===== config.mk =====
export PLATFORM = sky130hd
export DESIGN_NAME = adc_capture_gate
export DESIGN_NICKNAME = d
export VERILOG_FILES = /design/src/rtl/adc_capture_pkg.sv /design/src/rtl/adc_trig_detect.sv /design/src/rtl/adc_capture_gate.sv
export SDC_FILE = /design/constraint.sdc
export NUM_CORES = 1
export LEC_CHECK = 0
export BUFFER_PORTS_ARGS = -buffer_cell sky130_fd_sc_hd__buf_2
export CAP_MARGIN = 25
export CORE_UTILIZATION = 54
export DETAILED_ROUTE_END_ITERATION = 12
export PLACE_DENSITY = 0.78
export REMOVE_ABC_BUFFERS = 1
export SLEW_MARGIN = 5
export SYNTH_ARGS = -nofsm -noshare
export SYNTH_HDL_FRONTEND = slang
export SYNTH_SLANG_ARGS = --single-unit

===== constraint.sdc =====
create_clock -name rf_clk -period 8.13 [get_ports rf_clk]
set_clock_uncertainty 0.05 [all_clocks]
set_input_delay 0.813 -clock rf_clk [delete_from_list [all_inputs] [get_ports rf_clk]]
set_output_delay 0.813 -clock rf_clk [all_outputs]
set_load 0.05 [all_outputs]

===== src/rtl/adc_capture_pkg.sv =====
// Shared types and helpers for the ADC capture gate.
// Sample width, default lane count, FSM states, signed crossing test.
package adc_capture_pkg;

  localparam int SAMP_W    = 16;
  localparam int NSAMP_DEF = 8;

  typedef enum logic [1:0] {
    IDLE,
    ARMED,
    CAPTURE,
    DONE
  } cap_state_t;

  function automatic logic xing_f(
    input logic signed [SAMP_W-1:0] cur,
    input logic signed [SAMP_W-1:0] prv,
    input logic signed [SAMP_W-1:0] thr
  );
    return (cur > thr) && (prv <= thr);
  endfunction

endpackage


===== src/rtl/adc_trig_detect.sv =====
// Input stage: registers each ADC beat and flags an upward
// threshold crossing, including across the beat boundary.
module adc_trig_detect
  import adc_capture_pkg::*;
#(
  parameter int NSAMP = NSAMP_DEF
) (
  input  logic                    clk,
  input  logic                    rst_n,
  input  logic                    tvalid,
  input  logic [SAMP_W*NSAMP-1:0] tdata,
  input  logic [SAMP_W-1:0]       threshold,
  output logic                    valid_q,
  output logic [SAMP_W*NSAMP-1:0] data_q,
  output logic                    xing_q
);

  localparam int DW = SAMP_W * NSAMP;

  logic [SAMP_W-1:0]    prev;
  logic [DW+SAMP_W-1:0] ext;
  logic [SAMP_W-1:0]    cur;
  logic [SAMP_W-1:0]    lst;
  logic                 xing;

  // prev sits below sample 0 so sample i compares against slot i
  assign ext = {tdata, prev};

  always_comb begin
    xing = 1'b0;
    cur  = '0;
    lst  = '0;
    for (int i = 0; i < NSAMP; i++) begin
      cur  = ext[(i+1)*SAMP_W +: SAMP_W];
      lst  = ext[i*SAMP_W +: SAMP_W];
      xing = xing | xing_f(cur, lst, threshold);
    end
  end

  always_ff @(posedge clk or negedge rst_n) begin
    if (!rst_n) begin
      valid_q <= 1'b0;
      data_q  <= '0;
      xing_q  <= 1'b0;
      prev    <= '0;
    end else begin
      valid_q <= tvalid;
      xing_q  <= tvalid & xing;
      if (tvalid) begin
        data_q <= tdata;
        prev   <= tdata[DW-1 -: SAMP_W];
      end
    end
  end

endmodule


===== src/rtl/adc_capture_gate.sv =====
// Armed/triggered capture gate for one ADC stream channel.
// ADC_CAPTURE_GATE_DROP_CNT_EN adds a saturating drop_cnt port.
module adc_capture_gate
  import adc_capture_pkg::*;
#(
  parameter int NSAMP = NSAMP_DEF,
  parameter int CNT_W = 32
) (
  input  logic                    rf_clk,
  input  logic                    rf_rstb,
  input  logic                    s_axis_tvalid,
  output logic                    s_axis_tready,
  input  logic [SAMP_W*NSAMP-1:0] s_axis_tdata,
  output logic                    m_axis_tvalid,
  input  logic                    m_axis_tready,
  output logic [SAMP_W*NSAMP-1:0] m_axis_tdata,
  output logic                    m_axis_tlast,
  input  logic                    arm,
  input  logic                    abort,
  input  logic                    sw_trig,
  input  logic                    trig_mode,
  input  logic [SAMP_W-1:0]       threshold,
  input  logic [CNT_W-1:0]        cap_beats,
  output logic                    busy,
  output logic                    cap_done,
  output logic                    overflow
`ifdef ADC_CAPTURE_GATE_DROP_CNT_EN
  ,
  output logic [15:0]             drop_cnt
`endif
);

  localparam int DW = SAMP_W * NSAMP;

  logic             valid_q;
  logic             xing_q;
  logic [DW-1:0]    data_q;

  cap_state_t       state;
  cap_state_t       state_nx;
  logic [CNT_W-1:0] cap_len;
  logic [CNT_W-1:0] cap_len_nx;
  logic [CNT_W-1:0] cnt;
  logic [CNT_W-1:0] cnt_nx;
  logic             pend;
  logic             pend_nx;
  logic             out_v;
  logic             out_v_nx;
  logic             out_l;
  logic             out_l_nx;
  logic [DW-1:0]    out_d;
  logic [DW-1:0]    out_d_nx;
  logic             done;
  logic             done_nx;
  logic             ovf;
  logic             ovf_nx;
  logic             rdy;
  logic             drain;
  logic             fire;
  logic             beat;
  logic             hit_last;
`ifdef ADC_CAPTURE_GATE_DROP_CNT_EN
  logic [15:0]      drops;
  logic [15:0]      drops_nx;
`endif

  adc_trig_detect #(
    .NSAMP(NSAMP)
  ) u_det (
    .clk      (rf_clk),
    .rst_n    (rf_rstb),
    .tvalid   (s_axis_tvalid),
    .tdata    (s_axis_tdata),
    .threshold(threshold),
    .valid_q  (valid_q),
    .data_q   (data_q),
    .xing_q   (xing_q)
  );

  assign drain = out_v & m_axis_tready;

  always_comb begin
    state_nx   = state;
    cap_len_nx = cap_len;
    cnt_nx     = cnt;
    pend_nx    = pend;
    out_v_nx   = out_v;
    out_l_nx   = out_l;
    out_d_nx   = out_d;
    done_nx    = done;
    ovf_nx     = ovf;
    fire       = 1'b0;
    beat       = 1'b0;
    hit_last   = 1'b0;
`ifdef ADC_CAPTURE_GATE_DROP_CNT_EN
    drops_nx   = drops;
`endif
    if (drain) begin
      out_v_nx = 1'b0;
      out_l_nx = 1'b0;
    end
    unique case (state)
      IDLE: begin
        if (arm && (cap_beats != '0)) begin
          cap_len_nx = cap_beats;
          cnt_nx     = '0;
          pend_nx    = 1'b0;
          done_nx    = 1'b0;
          ovf_nx     = 1'b0;
`ifdef ADC_CAPTURE_GATE_DROP_CNT_EN
          drops_nx   = '0;
`endif
          state_nx   = ARMED;
        end
      end
      ARMED: begin
        if (sw_trig) pend_nx = 1'b1;
        fire = valid_q & ((xing_q & trig_mode) | sw_trig | pend);
        if (fire) pend_nx = 1'b0;
        beat = fire;
      end
      CAPTURE: beat = valid_q;
      DONE: begin
        if (!out_v || drain) begin
          done_nx  = 1'b1;
          state_nx = IDLE;
        end
      end
    endcase
    // dropped beats still advance the count so capture length is fixed
    if (beat) begin
      cnt_nx   = cnt + 1'b1;
      hit_last = (cnt_nx == cap_len);
      if (!out_v || drain) begin
        out_v_nx = 1'b1;
        out_d_nx = data_q;
        out_l_nx = hit_last;
      end else begin
        ovf_nx = 1'b1;
`ifdef ADC_CAPTURE_GATE_DROP_CNT_EN
        if (drops != 16'hFFFF) drops_nx = drops + 16'd1;
`endif
      end
      state_nx = hit_last ? DONE : CAPTURE;
    end
    if (abort) begin
      state_nx = IDLE;
      pend_nx  = 1'b0;
      out_v_nx = 1'b0;
      out_l_nx = 1'b0;
    end
  end

  always_ff @(posedge rf_clk or negedge rf_rstb) begin
    if (!rf_rstb) begin
      state   <= IDLE;
      cap_len <= '0;
      cnt     <= '0;
      pend    <= 1'b0;
      out_v   <= 1'b0;
      out_l   <= 1'b0;
      out_d   <= '0;
      done    <= 1'b0;
      ovf     <= 1'b0;
      rdy     <= 1'b0;
`ifdef ADC_CAPTURE_GATE_DROP_CNT_EN
      drops   <= '0;
`endif
    end else begin
      state   <= state_nx;
      cap_len <= cap_len_nx;
      cnt     <= cnt_nx;
      pend    <= pend_nx;
      out_v   <= out_v_nx;
      out_l   <= out_l_nx;
      out_d   <= out_d_nx;
      done    <= done_nx;
      ovf     <= ovf_nx;
      rdy     <= 1'b1;
`ifdef ADC_CAPTURE_GATE_DROP_CNT_EN
      drops   <= drops_nx;
`endif
    end
  end

  assign s_axis_tready = rdy;
  assign m_axis_tvalid = out_v;
  assign m_axis_tdata  = out_d;
  assign m_axis_tlast  = out_l;
  assign busy          = (state == ARMED) || (state == CAPTURE);
  assign cap_done      = done;
  assign overflow      = ovf;
`ifdef ADC_CAPTURE_GATE_DROP_CNT_EN
  assign drop_cnt      = drops;
`endif

endmodule


== Word level (Yosys, flattened, before mapping) ==
Cells that the tools add are included.
Storage, ports and cells
  bits in registers: 346
  input bits: 184
Cells by class
  add/sub/neg operators: 1
  eq/ne operators: 10
  magnitude comparators: 16
  reduce and logical (&&, ||, !) cells: 25
  muxes and demuxes: 29
  bitwise operators: 13
Operators with widths (count)
  > comparator 16 bit: 8
  <= comparator 16 bit: 8
  2-to-1 mux 32 bit: 3
  adder 32 x 1 -> 32 bit, second input constant: 1
  equality test 32 bit: 1
  nonzero test 32 bit: 1
  2-to-1 mux 1 bit: 18
  inequality test 4 bit, second input constant: 3
  logical AND 1 bit: 9
  bitwise OR 1 bit: 9
  AND reduction 3 bit: 3
  2-to-1 mux 2 bit: 4
  one-hot mux 1 bit (2 select lines): 3
  AND reduction 2 bit: 3
  nonzero test 2 bit: 3
  AND 1 bit: 4
  equality test 2 bit, second input constant: 2
  inequality test 2 bit, second input constant: 2
  one-hot mux 2 bit (2 select lines): 1
  nonzero test 4 bit: 1
  inequality test 3 bit, second input constant: 1
  nonzero test 3 bit: 1
  equality test 2 x 1 -> 1 bit, second input constant: 1
  zero test 2 bit: 1
  other kinds (2): 3

== Depth between registers and ports, before layout ==
Gate-level depths: netlist of the first run.
  depth after elaboration: 10
  gate-level depth with buffers: 11
  gate-level depth less buffers: 10

== Hierarchy ==
From an unflattened synthesis of the first run, not the netlist that was laid out.
Second synthesis, totals
  cells, all modules: 1411
  area total of the unflattened synthesis: 17047.6 µm²
By module, submodules not included
  adc_capture_gate: cells an instance 730, area each 9028.7 µm², instances 1
  adc_trig_detect: cells an instance 681, area each 8018.9 µm², instances 1

== Worst setup path before layout of the first run ==
No wires, ideal clock.
  path kind: input port to flip-flop
  start: input threshold[13]
  end: register u_det.xing_q
  stages: 10
  data required time: 7950 ps
  arrival: 2878 ps
  setup slack: 5072 ps
  buffers on the path: 0
  cell sequence: inv_1 ha_1 nand4_1 or2_2 or3_1 nor3b_1 a21oi_1 mux2_2 o22ai_1 a31oi_1
Between the ends
  longest elaborated chain between the ends: 10
RTL lines
  from (decl): line adc_capture_gate.sv:22  | input logic [SAMP_W-1:0] threshold,
  > comparator 16 bit / <= comparator 16 bit (equally long branches): line adc_capture_pkg.sv:20  | return (cur > thr) && (prv <= thr);
  logical AND 1 bit: line adc_capture_pkg.sv:20
  bitwise OR 1 bit (6 in a row): line adc_trig_detect.sv:36  | xing = xing | xing_f(cur, lst, threshold);
  bitwise OR 1 bit *: line adc_trig_detect.sv:36
  AND 1 bit *: line adc_trig_detect.sv:48  | xing_q <= tvalid & xing;
  to (signal assigned): line adc_trig_detect.sv:48
  to (decl): line adc_trig_detect.sv:15  | output logic xing_q
Every way passes the cells marked *; elsewhere a longest branch is shown, timed or not.
A chain may end at the register's enable or synchronous reset.

== Final worst setup path of the first run ==
  start: register state[1]
  end: register out_d[44], in the netlist m_axis_tdata[44]
Between the ends
  longest elaborated chain between the ends: 3
RTL lines
  from (decl): line adc_capture_gate.sv:39  | cap_state_t state;
  from (signal assigned): line adc_capture_gate.sv:170  | state <= state_nx;
  equality test 2 bit / equality test 2 x 1 -> 1 bit (equally long branches): line adc_capture_gate.sv:102  | unique case (state)
  one-hot mux 1 bit (2 select lines) *: line adc_capture_gate.sv:102
  AND reduction 2 bit (no source line) *
  to (signal assigned): line adc_capture_gate.sv:176  | out_d <= out_d_nx;
  to (decl): line adc_capture_gate.sv:51  | logic [DW-1:0] out_d;
Marks and branches as above.

==> results of run 1 <==
[sequential cells by signal (all words and copies together), names as in the netlist, 2 cells and up]
register,flops
u_det.data_q,128
state,2
cap_len,32
cnt,32
m_axis_tdata,128
[cell type report]
| cell class | count | area, um2 |
|---|---|---|
| inverters | 46 | 173 |
| diodes | 7 | 17.5 |
| repair buffers | 327 | 1720 |
| clock buffers | 48 | 976 |
| clock inverters | 17 | 155 |
| multi-input cells | 1005 | 8510 |
| fillers | 2388 | 10700 |
| well taps | 396 | 495 |
| flip-flops and latches | 330 | 8260 |
[how the worst max path moves through the flow]
stage | cells after the start | slack, ns | start | endpoint
2_1_floorplan | 7 | 2.83 | state[0] | m_axis_tlast
3_3_place_gp | 7 | 3.88 | trig_mode | m_axis_tdata[36]
3_5_place_dp | 7 | 3.82 | trig_mode | m_axis_tdata[46]
4_1_cts | 8 | 4.04 | state[1] | m_axis_tdata[46]
5_1_grt | 8 | 3.75 | state[1] | m_axis_tdata[44]
6_report | 8 | 4.00 | state[1] | m_axis_tdata[44]
[cell usage after synthesis (all sizes together), types with 7 or more instances]
library cell,instances
ha,149
and3,13
nor4,19
dfrtp,330
a21oi,59
clkbuf,45
nor2b,7
o211ai,11
buf,17
xnor2,31
nor2,40
o31ai,14
inv,46
mux2,288
a21o,11
nand4,53
nand2,68
a211oi,13
xor2,16
nand3,30
o21ai,76
nor3,21
and4,7
[worst max-delay path: cells and delay by family, from the launching register on]
kind,cells,cell delay (ns)
muxes,1,0.42
buffers and inverters,3,1.06
DFF,1,0.41
adders and majority gates,1,0.17
and+or+nand+nor,2,1.03
AOI/OAI and AO/OA,1,0.76
[logic make-up (layout without fill, tap and decap cells)]
group | after synthesis | after routing
xor+xnor | 47 | 47
fa+ha+maj | 149 | 149
simple gates | 292 | 292
mux | 292 | 292
buf+inv | 108 | 438
flops | 330 | 330
other cells | 1 | 8
compound gates | 224 | 224
[power breakdown]
| group | internal [mW] | switching, mW |
|---|---|---|
| Combinational | 0.738 | 1.79 |
| Clock | 0.914 | 0.673 |
| Sequential | 2.08 | 0.262 |
[layer usage]
layer	up-vias	part of all wire
met5	-	0.0020
li1	5939	-
met4	14	0.044
met3	139	0.076
met1	6367	0.41
met2	467	0.47
==> flow_metrics.py, run 1 <==
metrics = {
    "grt": {
        "grt.total_usage": 0.294,
        "use_met1": 0.364,
        "grt.met2_usage": 0.474,
        "use_met3": 0.0853,
        "gr-total-overflow": 0,
        "grt_pass1_wl_um": 74200,
        "grt_antenna_before_repair": 14,
        "grt_pass1_vias": 13300,
        "grt_start_max_net_pins": 162,
        "gr-max-usage-layer": "met2",
    },
    "clocking": {
        "cts_hold_buffers": 0,
        "cts_tree": "built",
        "root_buffer": "clkbuf_16",
        "clockBufferDepth": 3,
        "cts_setup_buffers": 0,
        "cts_resized": 0,
        "clk_pin_slew_ns": 0.06,
        "cts_sinks": 330,
        "numCtsBuffers": 36,
        "htreeDepth": 2,
        "clock_latency_ns": 0.53,
    },
    "final_layout": {
        "syn_to_final_growth_pct": 18.1,
        "final_area_mm2": 0.0203,
        "final_common_cell": "dfrtp_1",
        "drive_gt1_frac": 0.386,
        "nets": 2079,
        "final_cells": 2176,
        "final_cell_mix": "dfrtp_1 (330), buf_2 (315), mux2_2 (288), ha_1 (149), o21ai_0 (76)",
        "final_core_utilization": 0.655,
    },
    "pwr": {
        "vdd_drop_max_v": 0.000309,
        "power_density_mw_per_mm2": 318,
        "leakage_nw": 9.54,
        "power_mw": 6.45,
    },
    "sta": {
        "post-route-period-util": 0.508,
        "finalHoldViolCount": 0,
        "fmax_mhz": 242,
        "fin_tns_setup_ns": 0,
        "setup_viol": 0,
        "relSlewSlack": 0.339,
        "rsz0062_at_grt": "no",
        "fin_crit_ns": 4.13,
        "holdWs_ns": 0.257,
        "worstMarginPinSlew_ns": 0.992,
        "setup_ws_ns": 4.00,
        "slew_viol_final": 0,
    },
    "worst_setup_path": {
        "critPathSlowestCell": "buf_4",
        "regToRegStartpoint": "state[1]",
        "critPathMaxStageDelay_ns": 0.91,
        "cp-end-kind": "register",
        "r2r_slack_ns": 4.00,
        "required_ns": 8.48,
        "crit_type": "reg -> reg",
        "path_common_cell": "inv_1",
        "cp_max_fo": 68,
        "r2r_end": "m_axis_tdata[44]",
        "cp_data_arrival_time_ns": 4.48,
        "cp_cell_sequence": "inv_1 -> ha_1 -> inv_1 -> nor2_1 -> o211a_1 -> and2_4 -> buf_4 -> mux2_2",
        "crit_path_start_kind": "register",
        "reg2reg_depth": 8,
    },
    "logic_synthesis": {
        "ys_ff_latch": 330,
        "synth_fa_ha_area_frac": 0.108,
        "synth_compound_area_frac": 0.0795,
        "synth.distinct_cells": 63,
        "synth_ff_type": "dfrtp_1",
        "yosysTopAreaCellShare": 0.480,
        "synth_edf_count": 0,
        "synth_mux_area_frac": 0.191,
        "seq_area_frac_synth": 0.480,
        "synthArstFlopShare": 1.00,
        "synth_area_mm2": 0.0172,
        "synth_top_family_by_area": "multiplexers",
        "synth_top_cells_by_area": "dfrtp_1 (48%), mux2_2 (19%), ha_1 (11%), o21ai_0 (2.2%), nand4_1 (1.9%)",
        "postSynthAreaPerCell_um2": 11.9,
        "yosysTopAreaCell": "dfrtp_1",
        "synth-xor-area-share": 0.0239,
        "postSynthCellCount": 1443,
        "synthSimpleGateAreaFrac": 0.0919,
        "yosysWarnings": 0,
    },
    "drt": {
        "vias": 12900,
        "ant_nets": 0,
        "drc_errors": 0,
        "drtIter0Drc": 787,
        "wire_per_inst_um": 21.8,
        "post_drt_via_cell_ratio": 5.94,
        "firstDrtPassIters": 5,
        "drt-total-wl_um": 47500,
    },
    "run_status": {
        "status": "finished clean",
    },
    "placed_design": {
        "dp_hpwl_um": 35100,
        "dpl-instance-area_mm2": 0.0191,
        "place_congestion": 0.894,
        "dp.cells": 2102,
        "place_ws_ns": 3.82,
        "numPortBuffers": 317,
    },
    "job": {
        "cap_violations": 0,
    },
    "min_path": {
        "hold_path_class": "in -> async",
    },
    "floorplanning": {
        "core_area_mm2": 0.0310,
        "ios": 318,
        "die_w_um": 180,
        "initial_utilization": 0.555,
        "rows": 64,
        "die_y_um": 180,
        "die_area_mm2": 0.0326,
    },
}
No activity file was read; power rests on OpenSTA's default activity.
==> run 2, diff against run 1 <==
--- a/config.mk
+++ b/config.mk
@@ -5,6 +5,7 @@
 export SDC_FILE = /design/constraint.sdc
 export NUM_CORES = 1
 export LEC_CHECK = 0
+export ABC_AREA = 1
 export BUFFER_PORTS_ARGS = -buffer_cell sky130_fd_sc_hd__buf_2
 export CAP_MARGIN = 25
 export CORE_UTILIZATION = 54
==> constraint.sdc (replaced) <==
create_clock -name rf_clk -period 4.22 [get_ports rf_clk]
set_clock_uncertainty 0.05 [all_clocks]
set_input_delay 0.422 -clock rf_clk [delete_from_list [all_inputs] [get_ports rf_clk]]
set_output_delay 0.422 -clock rf_clk [all_outputs]
set_load 0.05 [all_outputs]
==> run 2 against run 1 <==
Compared with the run above: largest cell class is now registers; sequential share of layout area fell by 1.0 points; count of clock-buffer cells in the layout rose by 7; highest routed layer unchanged; sequential power is 87% higher.
==> flow_metrics.py, run 2 <==
metrics = {
    "run_status": {
        "status": "finished clean",
    },
    "final_layout": {
        "final_common_cell": "nand2_1",
        "final_core_utilization": 0.657,
        "drive_gt1_frac": 0.179,
        "fill_cells": 2670,
        "final_cell_mix": "nand2_1 (570), dfrtp_1 (330), o21ai_0 (320), buf_2 (315), inv_1 (283)",
        "final_area_mm2": 0.0208,
        "syn_to_final_growth_pct": 19.0,
        "final_cells": 2880,
        "seq_area_mm2": 0.00826,
        "multi_input_area_mm2": 0.00790,
        "nets": 2775,
    },
    "placed_design": {
        "dp_hpwl_um": 36400,
        "place_congestion": 0.931,
        "dpl-instance-area_mm2": 0.0195,
        "place_ws_ns": 1.30,
        "numPortBuffers": 317,
        "dp.cells": 2803,
    },
    "logic_synthesis": {
        "seq_area_frac_synth": 0.472,
        "synth_ff_type": "dfrtp_1",
        "netlist_top_cells_count": "nand2_1 (570), dfrtp_1 (330), o21ai_0 (320)",
        "synth_area_mm2": 0.0175,
        "yosysWarnings": 0,
        "yosysTopAreaCellShare": 0.472,
        "synth_edf_count": 0,
        "synth_top_cells_by_area": "dfrtp_1 (47%), nand2_1 (12%), ha_1 (11%), o21ai_0 (9.2%), inv_1 (6.1%)",
        "ys_ff_latch": 330,
        "synth.most_common_cell": "nand2_1",
        "synthArstFlopShare": 1.00,
        "postSynthCellCount": 2141,
        "synth.distinct_cells": 38,
        "yosysTopAreaCell": "dfrtp_1",
        "postSynthAreaPerCell_um2": 8.17,
    },
    "drt": {
        "drc_errors": 0,
        "drtIter0Drc": 919,
        "firstDrtPassIters": 5,
        "vias": 15600,
        "ant_nets": 0,
        "wire_per_inst_um": 17.1,
        "post_drt_via_cell_ratio": 5.42,
        "drt-total-wl_um": 49300,
    },
    "sta": {
        "post-route-period-util": 0.609,
        "fmax_mhz": 389,
        "worstMarginPinSlew_ns": 0.842,
        "holdWs_ns": 0.0452,
        "relSlewSlack": 0.434,
        "fin_tns_setup_ns": 0,
        "rsz0062_at_grt": "no",
        "fin_crit_ns": 2.57,
        "setup_ws_ns": 1.65,
        "slew_viol_final": 0,
        "finalHoldViolCount": 0,
        "setup_viol": 0,
    },
    "pwr": {
        "seq_power_share": 0.365,
        "p_sw_frac": 0.425,
        "vdd_drop_max_v": 0.000585,
        "p_int_mw": 6.89,
        "switching_power_mw": 5.09,
        "power_density_mw_per_mm2": 575,
        "power_mw": 12.0,
        "leakage_nw": 11.1,
        "p_comb_frac": 0.360,
        "power_frac_clock": 0.275,
    },
    "min_path": {
        "min_from": "abort",
        "hold_path_class": "in -> reg",
    },
    "grt": {
        "grt_pass1_vias": 15500,
        "grt_antenna_before_repair": 14,
        "grt_pass1_wl_um": 78700,
        "gr-total-overflow": 0,
        "grt_start_max_net_pins": 165,
        "grt.total_usage": 0.302,
    },
    "clocking": {
        "cts_setup_buffers": 0,
        "cts_sinks": 330,
        "cts_tree": "built",
        "cts_resized": 0,
        "htreeDepth": 2,
        "cts_hold_buffers": 1,
        "clockBufferDepth": 3,
        "clock_latency_ns": 0.53,
        "root_buffer": "clkbuf_16",
        "numCtsBuffers": 36,
        "clk_pin_slew_ns": 0.06,
    },
    "worst_setup_path": {
        "required_ns": 4.63,
        "cp_max_fo": 6,
        "crit_path_start_kind": "register",
        "cp_data_arrival_time_ns": 2.98,
        "startpoint": "cnt[0]",
        "regToRegStartpoint": "cnt[0]",
        "crit_type": "reg -> reg",
        "cp-end-kind": "register",
    },
    "floorplanning": {
        "die_w_um": 182,
        "die_area_mm2": 0.0331,
        "initial_utilization": 0.552,
        "core_area_mm2": 0.0317,
        "die_y_um": 182,
        "rows": 65,
        "ios": 318,
    },
    "job": {
        "cap_violations": 0,
    },
}
[run 2: cell count changes after synthesis, moves of 65 or more]
cell,before,now
inv_1,46,284
nand3_1,30,101
o21ai_0,76,320
mux2_2,288,0
nor2_1,40,105
nand2_1,67,570
[run 2: final timing paths]
path                               endpoint  slack, ns  cells after the start
max                                state[0]       1.65                     15
min                           m_axis_tvalid       0.05                      2
max reg2reg                        state[0]       1.65                     15
min reg2reg                m_axis_tdata[73]       0.43                      2
max in group asynchronous       cap_len[28]       2.51                      3
min in group asynchronous  m_axis_tdata[32]       0.51                      2
[run 2: per-layer routing]
| metal | up-vias | wire [um] | GRT usage |
|---|---|---|---|
| met5 | - | 66 | 0 |
| met4 | 10 | 2470 | 0.161 |
| li1 | 7565 | - | - |
| met1 | 7346 | 19600 | 0.366 |
| met3 | 153 | 3590 | 0.0720 |
| met2 | 537 | 23600 | 0.501 |
[run 2: cell type report]
| class | count | share of cell area |
|---|---|---|
| Tap cell | 402 | 0.0242 |
| Inverter | 288 | 0.0522 |
| Clock buffer | 55 | 0.0544 |
| Antenna cell | 9 | 0.00108 |
| Multi-Input combinational cell | 1455 | 0.380 |
| Timing Repair Buffer | 331 | 0.0865 |
| Sequential cell | 330 | 0.397 |
| Clock inverter | 10 | 0.00559 |
[run 2: logic make-up after synthesis]
kind of cell,share of synthesized area
AOI/OAI and AO/OA,0.126
buffers and inverters,0.0767
adders and majority gates,0.107
xor gates and xnor gates,0.00307
DFF,0.472
other,0.000214
and+or+nand+nor,0.216
[run 2: worst max-delay path, stage by stage, from the launching register on]
cell and delay (ns):
dfrtp_1 0.47, ha_1 0.26, nand2_2 0.12, nor2_8 0.17, nand2_4 0.12, nand2_1 0.09, nand2_1 0.07, nand2_1 0.09
nand2_1 0.06, nor2_1 0.23, nand3_1 0.14, nor2_1 0.16, nand2_1 0.12, nor2_2 0.11, nand3_1 0.10, a21oi_2 0.13
[run 2: power groups by stage]
stage	Sequential, mW	Clock [mW]	Combinational [mW]
global route	4.45	3.47	4.64
CTS	4.37	3.34	4.32
finish	4.37	3.29	4.31
floorplan	6.34	0	1.04
global placement	4.39	0	4.21
detailed placement	4.40	0	4.30
==> run 3, diff against run 2 <==
--- a/config.mk
+++ b/config.mk
@@ -8,9 +8,9 @@
 export ABC_AREA = 1
 export BUFFER_PORTS_ARGS = -buffer_cell sky130_fd_sc_hd__buf_2
 export CAP_MARGIN = 25
-export CORE_UTILIZATION = 54
+export CORE_UTILIZATION = 51
 export DETAILED_ROUTE_END_ITERATION = 12
-export PLACE_DENSITY = 0.78
+export PLACE_DENSITY = 0.77
 export REMOVE_ABC_BUFFERS = 1
 export SLEW_MARGIN = 5
 export SYNTH_ARGS = -nofsm -noshare
==> constraint.sdc (replaced) <==
create_clock -name rf_clk -period 2.2 [get_ports rf_clk]
set_clock_uncertainty 0.05 [all_clocks]
set_input_delay 0.22 -clock rf_clk [delete_from_list [all_inputs] [get_ports rf_clk]]
set_output_delay 0.22 -clock rf_clk [all_outputs]
set_load 0.05 [all_outputs]
==> run 3 against run 2 <==
Compared with the run above: the run now ends with negative setup slack left; sequential power is 94% higher; critical path depth is 1 higher; wire length is 13% higher; total power is 94% higher; combinational power is 100% higher; count of clock-buffer cells in the layout is 6 lower; flip-flop and latch count stayed put; maximum frequency is 16% higher; critical endpoint unchanged.
==> flow_metrics.py, run 3 (same netlist as run 2, synthesis figures left out) <==
metrics = {
    "drt": {
        "post_drt_via_cell_ratio": 5.41,
        "firstDrtPassIters": 9,
        "vias": 17000,
        "wire_per_inst_um": 17.7,
        "drtIter0Drc": 1080,
        "ant_nets": 0,
        "drt-total-wl_um": 55700,
        "drc_errors": 0,
    },
    "run_status": {
        "violations": "negative setup slack",
        "status": "complete, but fails checks",
    },
    "floorplanning": {
        "die_w_um": 187,
        "rows": 67,
        "die_y_um": 187,
        "die_area_mm2": 0.0351,
        "initial_utilization": 0.520,
        "core_area_mm2": 0.0336,
        "ios": 318,
    },
    "pwr": {
        "power_mw": 23.3,
        "leakage_nw": 12.1,
        "power_density_mw_per_mm2": 1010,
        "vdd_drop_max_v": 0.000999,
    },
    "final_layout": {
        "fill_cells": 2592,
        "final_area_mm2": 0.0231,
        "nets": 2994,
        "final_core_utilization": 0.686,
        "drive_gt1_frac": 0.196,
        "syn_to_final_growth_pct": 31.9,
        "final_cell_mix": "nand2_1 (557), dfrtp_1 (327), o21ai_0 (315), buf_2 (315), inv_1 (283)",
        "final_common_cell": "nand2_1",
    },
    "clocking": {
        "clockBufferDepth": 3,
        "htreeDepth": 2,
        "numCtsBuffers": 36,
        "root_buffer": "clkbuf_16",
        "cts_sinks": 330,
        "cts_tree": "built",
        "clk_pin_slew_ns": 0.06,
        "clock_latency_ns": 0.53,
    },
    "placed_design": {
        "dpl-instance-area_mm2": 0.0200,
        "numPortBuffers": 317,
        "dp_hpwl_um": 38200,
        "place_congestion": 1.01,
    },
    "worst_setup_path": {
        "cp_data_arrival_time_ns": 2.62,
        "cp_cell_sequence": "buf_6 -> nand2_4 -> nor2_8 -> nand2_4 -> buf_6 -> nor2_4 -> nand2_2 -> nand2_2 -> nand2_1 -> nand2_2 -> nand3_2 -> nor2_1 -> nand2_1 -> nor2_2 -> nand3_1 -> a21oi_2",
        "critPathMaxStageDelay_ns": 0.41,
        "critPathSlowestCell": "dfrtp_1",
        "crit_type": "reg -> reg",
        "cp_max_fo": 8,
        "required_ns": 2.61,
        "cp-end-kind": "register",
        "path_common_cell": "nand2_2",
        "crit_path_start_kind": "register",
    },
    "sta": {
        "worstMarginPinSlew_ns": 0.525,
        "fmax_mhz": 452,
        "holdWs_ns": 0.0562,
        "fin_crit_ns": 2.21,
        "finalHoldViolCount": 0,
        "relSlewSlack": 0.650,
        "setup_ws_ns": -0.0135,
        "rsz0062_at_grt": "yes",
        "post-route-period-util": 1.01,
        "setup_viol": 1,
        "slew_viol_final": 0,
    },
    "grt": {
        "grt_start_max_net_pins": 83,
        "grt_pass1_wl_um": 88800,
        "grt.total_usage": 0.319,
        "gr-total-overflow": 0,
        "grt_pass1_vias": 17600,
        "grt_antenna_before_repair": 7,
    },
    "min_path": {
        "hold_path_class": "in -> reg",
    },
    "job": {
        "cap_violations": 0,
    },
}
[run 3: cell types whose count changed in the layout (fill, tap and decap cells not counted), sizes merged]
cell	delta
diode	-3
inv	-1
clkbuf	-6
clkinvlp	+1
buf	+57
dlygate4sd3	+162
clkinv	+3
[run 3: repair_timing]
| action | 4_1_cts | 5_1_grt |
|---|---|---|
| gates resized for setup | 3 | 55 |
| hold endpoints to repair | 247 | 0 |
| buffers inserted | 0 | 8 |
| pin swaps | 1 | 15 |
| hold buffers | 163 | 0 |
| cloned | 0 | 0 |
| setup endpoints to repair | 94 | 119 |
[run 3: path summary, 6_finish.rpt]
path / from / end / slack (ns) / cells past startpoint
setup / recovery: cnt[1] / state[0] / -0.01 / 16
hold / removal: s_axis_tvalid / u_det.data_q[103] / 0.06 / 3
setup reg to reg: cnt[1] / state[0] / -0.01 / 16
hold reg to reg: m_axis_tdata[79] / m_axis_tdata[79] / 0.43 / 2
max in group asynchronous: rf_rstb / u_det.data_q[82] / 1.18 / 3
min in group asynchronous: rf_rstb / s_axis_tready / 0.17 / 2
[run 3: stage by stage]
stage / setup WS, ns / TNS (ns) / std cells
3_3_place_gp: -0.0535 / -0.0535 / 2900
4_1_cts: -0.0157 / -0.0157 / 3125
2_1_floorplan: -3.10 / -454.99 / 2073
5_1_grt: -0.155 / -0.366 / 3137
6_report: -0.0135 / -0.0135 / 3139
3_5_place_dp: -0.0507 / -0.135 / 2900
[run 3: cell type report]
class,count,area (um2),share of cell area
clock inverter,13,130,0.00564
tap,448,561,0.0243
multi-input combinational,1455,8060,0.349
inverter,288,1090,0.0473
clock buffer,49,1020,0.0443
timing repair buffer,550,3930,0.170
antenna,6,15.0,0.000651
sequential,330,8260,0.358
[run 3: critical path, delay by kind of cell, from the launching register on]
family,cells,cell delay [ns]
AND/OR/NAND/NOR,13,1.30
flip-flops,1,0.41
buffers and inverters,2,0.28
AO/OA/AOI/OAI,1,0.11
[run 3: power by group]
part           switching (mW)  total (mW)  leakage [nW]  internal [mW]
logic                    6.58        8.76          7.36           2.18
clock network            2.55        6.04         0.561           3.49
registers               0.949        8.47          4.15           7.52
[run 3: routing by layer]
layer	global-route usage	routed length (um)	part of all wire	vias to the layer above
met4	0.176	3210	0.058	2
met3	0.0690	4110	0.074	203
met1	0.363	21100	0.38	8056
met5	0	14	0.00025	-
met2	0.558	27200	0.49	731
li1	-	-	-	7998
